### src/rtl/router_out_ctrl.sv
// rtl/router_out_ctrl.sv - output-port reader: FIFO pop, packet framing, client handshake, drain timeout
// Captured bytes land in a 2-entry buffer whose head drives the client; a stalled client flushes the port.
module router_out_ctrl #(
   parameter int TIMEOUT = 30,
   parameter int DEPTH   = 2
) (
   input  logic       clk,
   input  logic       resetn,
   input  logic       fifo_empty,
   input  logic [7:0] fifo_dout,
   output logic       fifo_read_enb,
   output logic       soft_reset,
   input  logic       out_ready,
   output logic       out_valid,
   output logic [7:0] out_data,
   output logic       out_sop,
   output logic       out_eop,
   output logic       out_perr
);

   localparam int            CW      = $clog2(TIMEOUT + 1);
   localparam logic [CW-1:0] TMO     = CW'(TIMEOUT);
   localparam logic [CW-1:0] TMO_M1  = CW'(TIMEOUT - 1);
   localparam logic [1:0]    DEPTH_C = 2'(DEPTH);

   typedef enum logic [1:0] {
      S_HDR = 2'd0,
      S_PLD = 2'd1,
      S_PAR = 2'd2
   } state_t;

   state_t        state_q;
   state_t        state_d;
   logic [5:0]    remaining_q;
   logic [7:0]    parity_q;
   logic [10:0]   mem_q [2];
   logic          wr_ptr_q;
   logic          rd_ptr_q;
   logic [1:0]    occ_q;
   logic [1:0]    occ_after;
   logic          inflight_q;
   logic [CW-1:0] stall_q;
   logic          push;
   logic          pop;
   logic          stalled;
   logic          tag_sop;
   logic          tag_eop;
   logic          tag_perr;
   logic [10:0]   head;

   // A capture landing in the flush cycle is dropped along with the buffer.
   assign push      = inflight_q && !soft_reset;
   assign pop       = out_valid && out_ready;
   assign stalled   = out_valid && !out_ready;
   assign occ_after = occ_q + {1'b0, push} - {1'b0, pop};

   assign fifo_read_enb = resetn && !fifo_empty && !soft_reset && (occ_after < DEPTH_C);

   assign head      = mem_q[rd_ptr_q];
   assign out_valid = (occ_q != 2'd0);
   assign out_data  = out_valid ? head[7:0] : 8'd0;
   assign out_perr  = out_valid && head[8];
   assign out_eop   = out_valid && head[9];
   assign out_sop   = out_valid && head[10];

   always_ff @(posedge clk or negedge resetn) begin
      if (!resetn) begin
         occ_q      <= 2'd0;
         wr_ptr_q   <= 1'b0;
         rd_ptr_q   <= 1'b0;
         inflight_q <= 1'b0;
         mem_q[0]   <= 11'd0;
         mem_q[1]   <= 11'd0;
      end else if (soft_reset) begin
         occ_q      <= 2'd0;
         wr_ptr_q   <= 1'b0;
         rd_ptr_q   <= 1'b0;
         inflight_q <= 1'b0;
      end else begin
         if (push) begin
            mem_q[wr_ptr_q] <= {tag_sop, tag_eop, tag_perr, fifo_dout};
         end
         wr_ptr_q   <= wr_ptr_q ^ push;
         rd_ptr_q   <= rd_ptr_q ^ pop;
         occ_q      <= occ_after;
         inflight_q <= fifo_read_enb;
      end
   end

   always_ff @(posedge clk or negedge resetn) begin
      if (!resetn) begin
         state_q <= S_HDR;
      end else if (soft_reset) begin
         state_q <= S_HDR;
      end else begin
         state_q <= state_d;
      end
   end

   always_comb begin
      state_d = state_q;
      if (push) begin
         case (state_q)
            S_HDR:   state_d = (fifo_dout[7:2] != 6'd0) ? S_PLD : S_PAR;
            S_PLD:   if (remaining_q == 6'd1) state_d = S_PAR;
            S_PAR:   state_d = S_HDR;
            default: state_d = S_HDR;
         endcase
      end
   end

   always_comb begin
      tag_sop  = 1'b0;
      tag_eop  = 1'b0;
      tag_perr = 1'b0;
      case (state_q)
         S_HDR: tag_sop = 1'b1;
         S_PAR: begin
            tag_eop  = 1'b1;
            tag_perr = (fifo_dout != parity_q);
         end
         default: ;
      endcase
   end

   // Header address bits are folded into parity but otherwise passed through.
   always_ff @(posedge clk or negedge resetn) begin
      if (!resetn) begin
         remaining_q <= 6'd0;
         parity_q    <= 8'd0;
      end else if (soft_reset) begin
         remaining_q <= 6'd0;
         parity_q    <= 8'd0;
      end else if (push) begin
         case (state_q)
            S_HDR: begin
               remaining_q <= fifo_dout[7:2];
               parity_q    <= fifo_dout;
            end
            S_PLD: begin
               remaining_q <= remaining_q - 6'd1;
               parity_q    <= parity_q ^ fifo_dout;
            end
            default: ;
         endcase
      end
   end

   always_ff @(posedge clk or negedge resetn) begin
      if (!resetn) begin
         stall_q    <= '0;
         soft_reset <= 1'b0;
      end else if (soft_reset || !stalled) begin
         stall_q    <= '0;
         soft_reset <= 1'b0;
      end else begin
         if (stall_q != TMO) begin
            stall_q <= stall_q + 1'b1;
         end
         soft_reset <= (stall_q == TMO_M1);
      end
   end

endmodule

### config.mk
export PLATFORM = sky130hd
export DESIGN_NAME = router_out_ctrl
export DESIGN_NICKNAME = d
export VERILOG_FILES = /design/src/rtl/router_out_ctrl.sv
export SDC_FILE = /design/constraint.sdc
export NUM_CORES = 1
export LEC_CHECK = 0
export CAP_MARGIN = 25
export CORE_ASPECT_RATIO = 1.25
export CORE_MARGIN = 1.5
export CORE_UTILIZATION = 35
export CTS_BUF_LIST = sky130_fd_sc_hd__clkbuf_8
export CTS_CLUSTER_SIZE = 8
export DETAILED_ROUTE_END_ITERATION = 16
export PLACE_DENSITY = 0.63
export SKIP_CTS_REPAIR_TIMING = 1
export SLEW_MARGIN = 30
export SYNTH_ARGS = -nofsm -noshare
export SYNTH_HDL_FRONTEND = slang
export SYNTH_SLANG_ARGS = --single-unit
### constraint.sdc
create_clock -name clk -period 2.3 [get_ports clk]
set_input_delay 0.46 -clock clk [delete_from_list [all_inputs] [get_ports clk]]
set_output_delay 0.46 -clock clk [all_outputs]
set_load 0.05 [all_outputs]
* After elaboration in Yosys (flattened, before gate mapping) *
Index checks and enable logic that the tools add are counted.

storage, ports and cells
  word-level logic and storage cells = 84
  bits of input ports = 12
  output and inout port bits = 14
  register bits after elaboration = 49

operators by class
  muxes and demuxes = 28
  bitwise gates (word level) = 6
  equality and inequality tests = 7
  add/sub/neg operators = 4
  $lt $le $gt $ge = 4
  reduce and logical (&&, ||, !) cells = 24

operators with widths
  operator               number
  $mux W11               4
  $mux W8                3
  $bwmux W22             1
  $pmux W8 S2            1
  $mux W6                2
  $pmux W6 S2            1
  $demux W11 S1          1
  $logic_and A1 B1 Y1    10
  $mux W2                5
  $mux W5                2
  $ne A8 B8 Y1           1
  $xor A8 B8 Y8          1
  $mux W1                7
  $eq A6 B1 Y1 const B   1
  $reduce_and A2 Y1      3
  $reduce_bool A2 Y1     3
  $reduce_bool A6 Y1     1
  $sub A6 B1 Y6 const B  1
  $add A5 B1 Y5 const B  1
  $eq A5 B5 Y1 const B   1
  $ne A5 B5 Y1 const B   1
  $ge A2 B2 Y1 const B   2
  $logic_not A1 Y1       4
  $not A1 Y2             2
  other kinds (13)       14

* Longest topological paths before layout *
  word-level depth = 7
  gate-level depth with buffers = 8
  depth with buffers taken out = 8

* Least setup slack after synthesis *
No wires, ideal clock.

  kind = register to output
  start = reg soft_reset
  end = out fifo_read_enb
  data required time = 1.840 ns
  arrival = 3.351 ns
  path buffers = 0
  stages on the path, launching flop included = 8
  setup slack = -1.511 ns
  cell sequence = dfrtp_1 -> nand2b_1 -> ha_1 -> inv_1 -> ha_1 -> xnor2_1 -> xnor2_1 -> nor4b_1

between the ends
  longest elaborated chain between the ends = 6
  elaborated cells between the ends (all ways) = 7
  classes of those cells = add/sub (2); order compare (1); reduce/logical (4)

ends and longest elaborated chain
  what                     line    RTL
  start, declared          12      output logic soft_reset,
  start signal, assigned   160     soft_reset <= (stall_q == TMO_M1);
  $logic_not A1 Y1 (*)     52, 57
  $logic_and A1 B1 Y1      52      assign push = inflight_q && !soft_reset;
  $add A2 B1 Y2            55      assign occ_after = occ_q + {1'b0, push} - {1'b0, pop};
  $sub A2 B1 Y2            55
  $lt A2 B2 Y1             57      assign fifo_read_enb = resetn && !fifo_empty && !soft_reset && (occ_after < DEPTH_C);
  $logic_and A1 B1 Y1 (*)  57
  end, declared            11      output logic fifo_read_enb,

Mark *: on every way between the ends. The rest lies on a longest branch, timed or not.

* Worst setup path after layout *
  start = reg occ_q[0]
  end = out fifo_read_enb

between the ends
  longest elaborated chain between the ends = 5
  elaborated cells between the ends (all ways) = 6
  classes of those cells = add/sub (2); order compare (1); reduce/logical (3)

ends and longest elaborated chain
  what                                                                   line  RTL
  start, declared                                                        39    logic [1:0] occ_q;
  start signal, assigned                                                 85    occ_q <= occ_after;
  parallel branches: the longest is 2 deep, another holds $add A2 B1 Y2  -
  $sub A2 B1 Y2 (*)                                                      55
  $lt A2 B2 Y1 (*)                                                       57
  $logic_and A1 B1 Y1 (*)                                                57

Mark *: on every way between the ends.

==> impl_table.tex <==
\begin{tabular}{lr}
\hline
Metric & Value \\
\hline
\multicolumn{2}{l}{\textbf{Outcome}} \\
\quad Status & finished, violations left \\
\quad Violated checks & negative setup slack \\
\multicolumn{2}{l}{\textbf{STA}} \\
\quad Unrepaired setup endpoints after global routing & true \\
\quad Period Utilization, post-route & 113\% \\
\quad Slew at the pin closest to its max-slew limit & 0.646 ns \\
\quad Worst max-slew margin expressed relative to the limit & 56.9\% \\
\quad Fin. max-slew vios & 0 \\
\quad Crit path time final & 2.60 ns \\
\quad Count of final hold-check violations & 0 \\
\quad Final setup margin & -0.301 ns \\
\quad Achievable Freq & 384 MHz \\
\quad Setup Viol. Count Final & 1 \\
\quad Final setup skew & 0.00985 ns \\
\multicolumn{2}{l}{\textbf{Yosys}} \\
\quad Mean area per synthesized cell & 10.3 um\^{}2 \\
\quad Seq cells post-synth & 49 \\
\quad Total number of yosys warnings & 0 \\
\quad Synthesized net count & 268 \\
\quad Netlist area before placement & 2570 um\^{}2 \\
\quad Top post-synthesis cells by area & sky130\_fd\_sc\_hd\_\_dfrtp\_1 48\%, sky130\_fd\_sc\_hd\_\_mux2\_1 7.4\%, sky130\_fd\_sc\_hd\_\_xor2\_1 5.1\% \\
\quad Proportion of synthesized flip-flops having asynchronous set or reset & 100\% \\
\quad Count of flip-flops with a built-in enable after synthesis & 0 \\
\quad Post-Synthesis Cells & 249 \\
\quad Leading register cell type out of synthesis & sky130\_fd\_sc\_hd\_\_dfrtp\_1 \\
\quad Number of distinct library cells after synthesis & 38 \\
\quad Sequential-to-total area share from yosys stat & 47.6\% \\
\quad Largest area contributor in the synthesized netlist & sky130\_fd\_sc\_hd\_\_dfrtp\_1 \\
\quad Proportion of netlist area held by the largest area contributor & 47.6\% \\
\multicolumn{2}{l}{\textbf{Critical path}} \\
\quad Critical Path End Type & output port \\
\quad Ordered list of cells on the worst path & nor2\_4 > nor2b\_4 > ha\_4 > inv\_2 > ha\_4 > xnor2\_4 > xnor2\_2 > nor4b\_4 > buf\_12 \\
\quad Max Fanout on Critical Path & 3 \\
\quad Highest-delay cell along the critical path & sky130\_fd\_sc\_hd\_\_dfrtp\_1 \\
\quad Worst path required time & 1.84 ns \\
\quad Worst path max stage delay & 0.41 ns \\
\quad Critical path class & reg -> out \\
\quad Data arrival time of the worst path & 2.14 ns \\
\quad Critical path's most frequent cell & sky130\_fd\_sc\_hd\_\_ha\_4 \\
\quad Reg-to-reg setup timing slack & 0.55 ns \\
\quad Startpoint class of the critical path & flip-flop \\
\multicolumn{2}{l}{\textbf{CTS}} \\
\quad Number of buffers added by the clock tree synthesis step & 5 \\
\quad CTS clock-pin slew for the worst setup and hold paths & 0.08 ns \\
\quad Level count of the clock H-tree & 2 \\
\quad Clock tree from TritonCTS & yes \\
\quad Root Driver & sky130\_fd\_sc\_hd\_\_clkbuf\_8 \\
\quad Number of buffers on the longest clock path & 2 \\
\quad Clock network latency to the later pin of the worst-skew pair & 0.30 ns \\
\quad CTS sink cnt & 49 \\
\multicolumn{2}{l}{\textbf{Detailed routing}} \\
\quad Vias & 1877 \\
\quad Wire length reported by the detailed router & 5350 um \\
\quad Iteration-0 DRC Markers & 148 \\
\quad ANT nets after route & 0 \\
\quad Average via count per standard cell & 4.99 \\
\quad Wire length per cell & 14.2 um \\
\quad First-pass DRT Iterations & 4 \\
\quad Total DRC errors in the routed layout & 0 \\
\multicolumn{2}{l}{\textbf{Placement}} \\
\quad Number of buffer cells added on primary ports & 25 \\
\quad Placed wire-length estimate & 3770 um \\
\quad Total placed instance area & 3050 um\^{}2 \\
\quad Routability congestion estimate & 0.741 \\
\quad Inst Count DP & 369 \\
\multicolumn{2}{l}{\textbf{Layout}} \\
\quad Layout Utilization & 44.8\% \\
\quad Fraction of layout instances using a drive strength above 1 & 18.9\% \\
\quad Relative area change from synthesis to final layout & 23.0\% \\
\quad Sequential cell area & 1230 um\^{}2 \\
\quad Inserted Diodes & 0 \\
\quad Fillers & 717 \\
\quad Number of nets in the layout & 305 \\
\quad Final instance area & 3170 um\^{}2 \\
\quad Finished Layout Cells & 376 \\
\quad Multi-input gate area in the final layout & 1350 um\^{}2 \\
\multicolumn{2}{l}{\textbf{Floorplanning}} \\
\quad \# IOs & 26 \\
\quad Full die area & 7880 um\^{}2 \\
\quad Number of rows in the core area & 34 \\
\quad Placeable core area & 7060 um\^{}2 \\
\quad Chip Width & 79.7 um \\
\quad Height of the die & 98.9 um \\
\quad Starting density of the core & 36.5\% \\
\multicolumn{2}{l}{\textbf{Global routing}} \\
\quad Global-route wire length before repair & 9050 um \\
\quad Pin count of the biggest net entering global routing & 51 \\
\quad Number of global-route vias before repair & 1851 \\
\quad Total Routing Usage GR & 14.8\% \\
\quad Number of antenna violations at the first check in global routing & 0 \\
\quad Residual overflow from global routing & 0 \\
\multicolumn{2}{l}{\textbf{Min path}} \\
\quad Type of the worst min-delay path & in -> async \\
\multicolumn{2}{l}{\textbf{Pwr}} \\
\quad Power, Total & 4.57 mW \\
\quad Power density over cell area & 1440 nW/um\^{}2 \\
\quad Static leakage power & 1.41 nW \\
\quad Max rail drop VDD & 0.800 mV \\
\multicolumn{2}{l}{\textbf{Run}} \\
\quad Count of max-cap constraint violations & 0 \\
\hline
\end{tabular}
-- where the power goes --
part | switching, mW | total [mW] | internal [mW]
clock | 0.287 | 0.525 | 0.238
combinational | 1.44 | 2.49 | 1.04
sequential | 0.324 | 1.56 | 1.24
-- sequential cells by signal, indices dropped and copies added (netlist names), 2 cells and up --
register     cells
occ_q            2
stall_q          5
parity_q         8
remaining_q      6
state_q          2
mem_q           22
-- cells in the final DEF (no fill, tap or decap), types with 5 or more instances in the layout --
cell type,n
sky130_fd_sc_hd__dfrtp_1,48
sky130_fd_sc_hd__buf_4,29
sky130_fd_sc_hd__nor2_1,23
sky130_fd_sc_hd__nand2_1,18
sky130_fd_sc_hd__mux2_1,17
sky130_fd_sc_hd__o21ai_1,17
sky130_fd_sc_hd__xor2_1,15
sky130_fd_sc_hd__mux2i_1,13
sky130_fd_sc_hd__a21oi_1,12
sky130_fd_sc_hd__clkdlybuf4s50_1,10
sky130_fd_sc_hd__inv_1,7
sky130_fd_sc_hd__clkbuf_8,6
sky130_fd_sc_hd__nor2b_1,5
sky130_fd_sc_hd__o21ai_0,5
sky130_fd_sc_hd__ha_1,5
-- worst max-delay path: cells and delay by family, from the launching register on --
family                   cells  cell delay [ns]
AND/OR/NAND/NOR              3             0.51
XOR/XNOR                     2             0.28
flip-flops                   1             0.41
buffers and inverters        2             0.21
adder cells (fa/ha/maj)      2             0.41
-- Yosys cell counts (3+ instances only) --
master / instances
sky130_fd_sc_hd__dfrtp_1: 49
sky130_fd_sc_hd__nor2b_1: 6
sky130_fd_sc_hd__ha_1: 7
sky130_fd_sc_hd__xnor2_1: 5
sky130_fd_sc_hd__nor4_1: 4
sky130_fd_sc_hd__inv_1: 8
sky130_fd_sc_hd__buf_2: 9
sky130_fd_sc_hd__o21ai_0: 5
sky130_fd_sc_hd__mux2i_1: 13
sky130_fd_sc_hd__mux2_1: 17
sky130_fd_sc_hd__a21oi_1: 12
sky130_fd_sc_hd__nand3_1: 3
sky130_fd_sc_hd__nor2_1: 24
sky130_fd_sc_hd__xor2_1: 15
sky130_fd_sc_hd__nor3_1: 4
sky130_fd_sc_hd__o21ai_1: 17
sky130_fd_sc_hd__mux2_2: 3
sky130_fd_sc_hd__clkbuf_1: 3
sky130_fd_sc_hd__nand2_1: 18
sky130_fd_sc_hd__nand2b_1: 5
-- through the flow --
stage               worst slack, ns  hold WS (ns)  TNS, ns
finish                       -0.301         0.282   -0.301
global route                 -0.392         0.347   -0.392
CTS                          -0.488         0.319   -0.488
detailed placement           -0.486         0.474   -0.486
global placement             -0.486         0.468   -0.486
floorplan                    -0.269         0.164   -0.269
-- cells by family (layout without fill, tap and decap cells) --
logic type / Yosys count / after routing / share of synthesized area [%]
AOI/OAI and AO/OA: 42 / 42 / 9.62
xor gates and xnor gates: 20 / 20 / 6.80
adders and majority gates: 7 / 7 / 3.40
buffers and inverters: 20 / 57 / 3.35
DFF: 49 / 49 / 47.6
muxes: 33 / 33 / 13.8
and+or+nand+nor: 78 / 78 / 15.4
-- final cells by class --
class	count	area share, %
Clock buffer	6	2.61
Tap cell	90	3.56
Clock inverter	1	0.237
Inverter	8	0.948
Timing Repair Buffer	42	11.2
Multi-Input combinational cell	180	42.7
Sequential cell	49	38.8
-- layer usage --
metal / routed length (um) / vias to the layer above / GRT usage [%]
li1: - / 930 / -
met1: 2490 / 915 / 20.5
met2: 2640 / 25 / 23.7
met3: 165 / 7 / 3.06
met4: 54 / 0 / 3.64
met5: 0 / - / 0
-- final timing paths --
kind / depth (start not counted) / endpoint / from
setup / recovery: 9 / fifo_read_enb / occ_q[0]$_DFF_PN0_
hold / removal: 2 / occ_q[1]$_DFF_PN0_ / resetn
setup reg to reg: 8 / inflight_q$_DFF_PN0_ / occ_q[0]$_DFF_PN0_
hold reg to reg: 1 / mem_q[11]$_DFFE_PN0P_ / mem_q[11]$_DFFE_PN0P_
max in group asynchronous: 2 / soft_reset$_DFF_PN0_ / resetn
min in group clk: 1 / mem_q[11]$_DFFE_PN0P_ / mem_q[11]$_DFFE_PN0P_
Power figures use the tool's default switching activity.
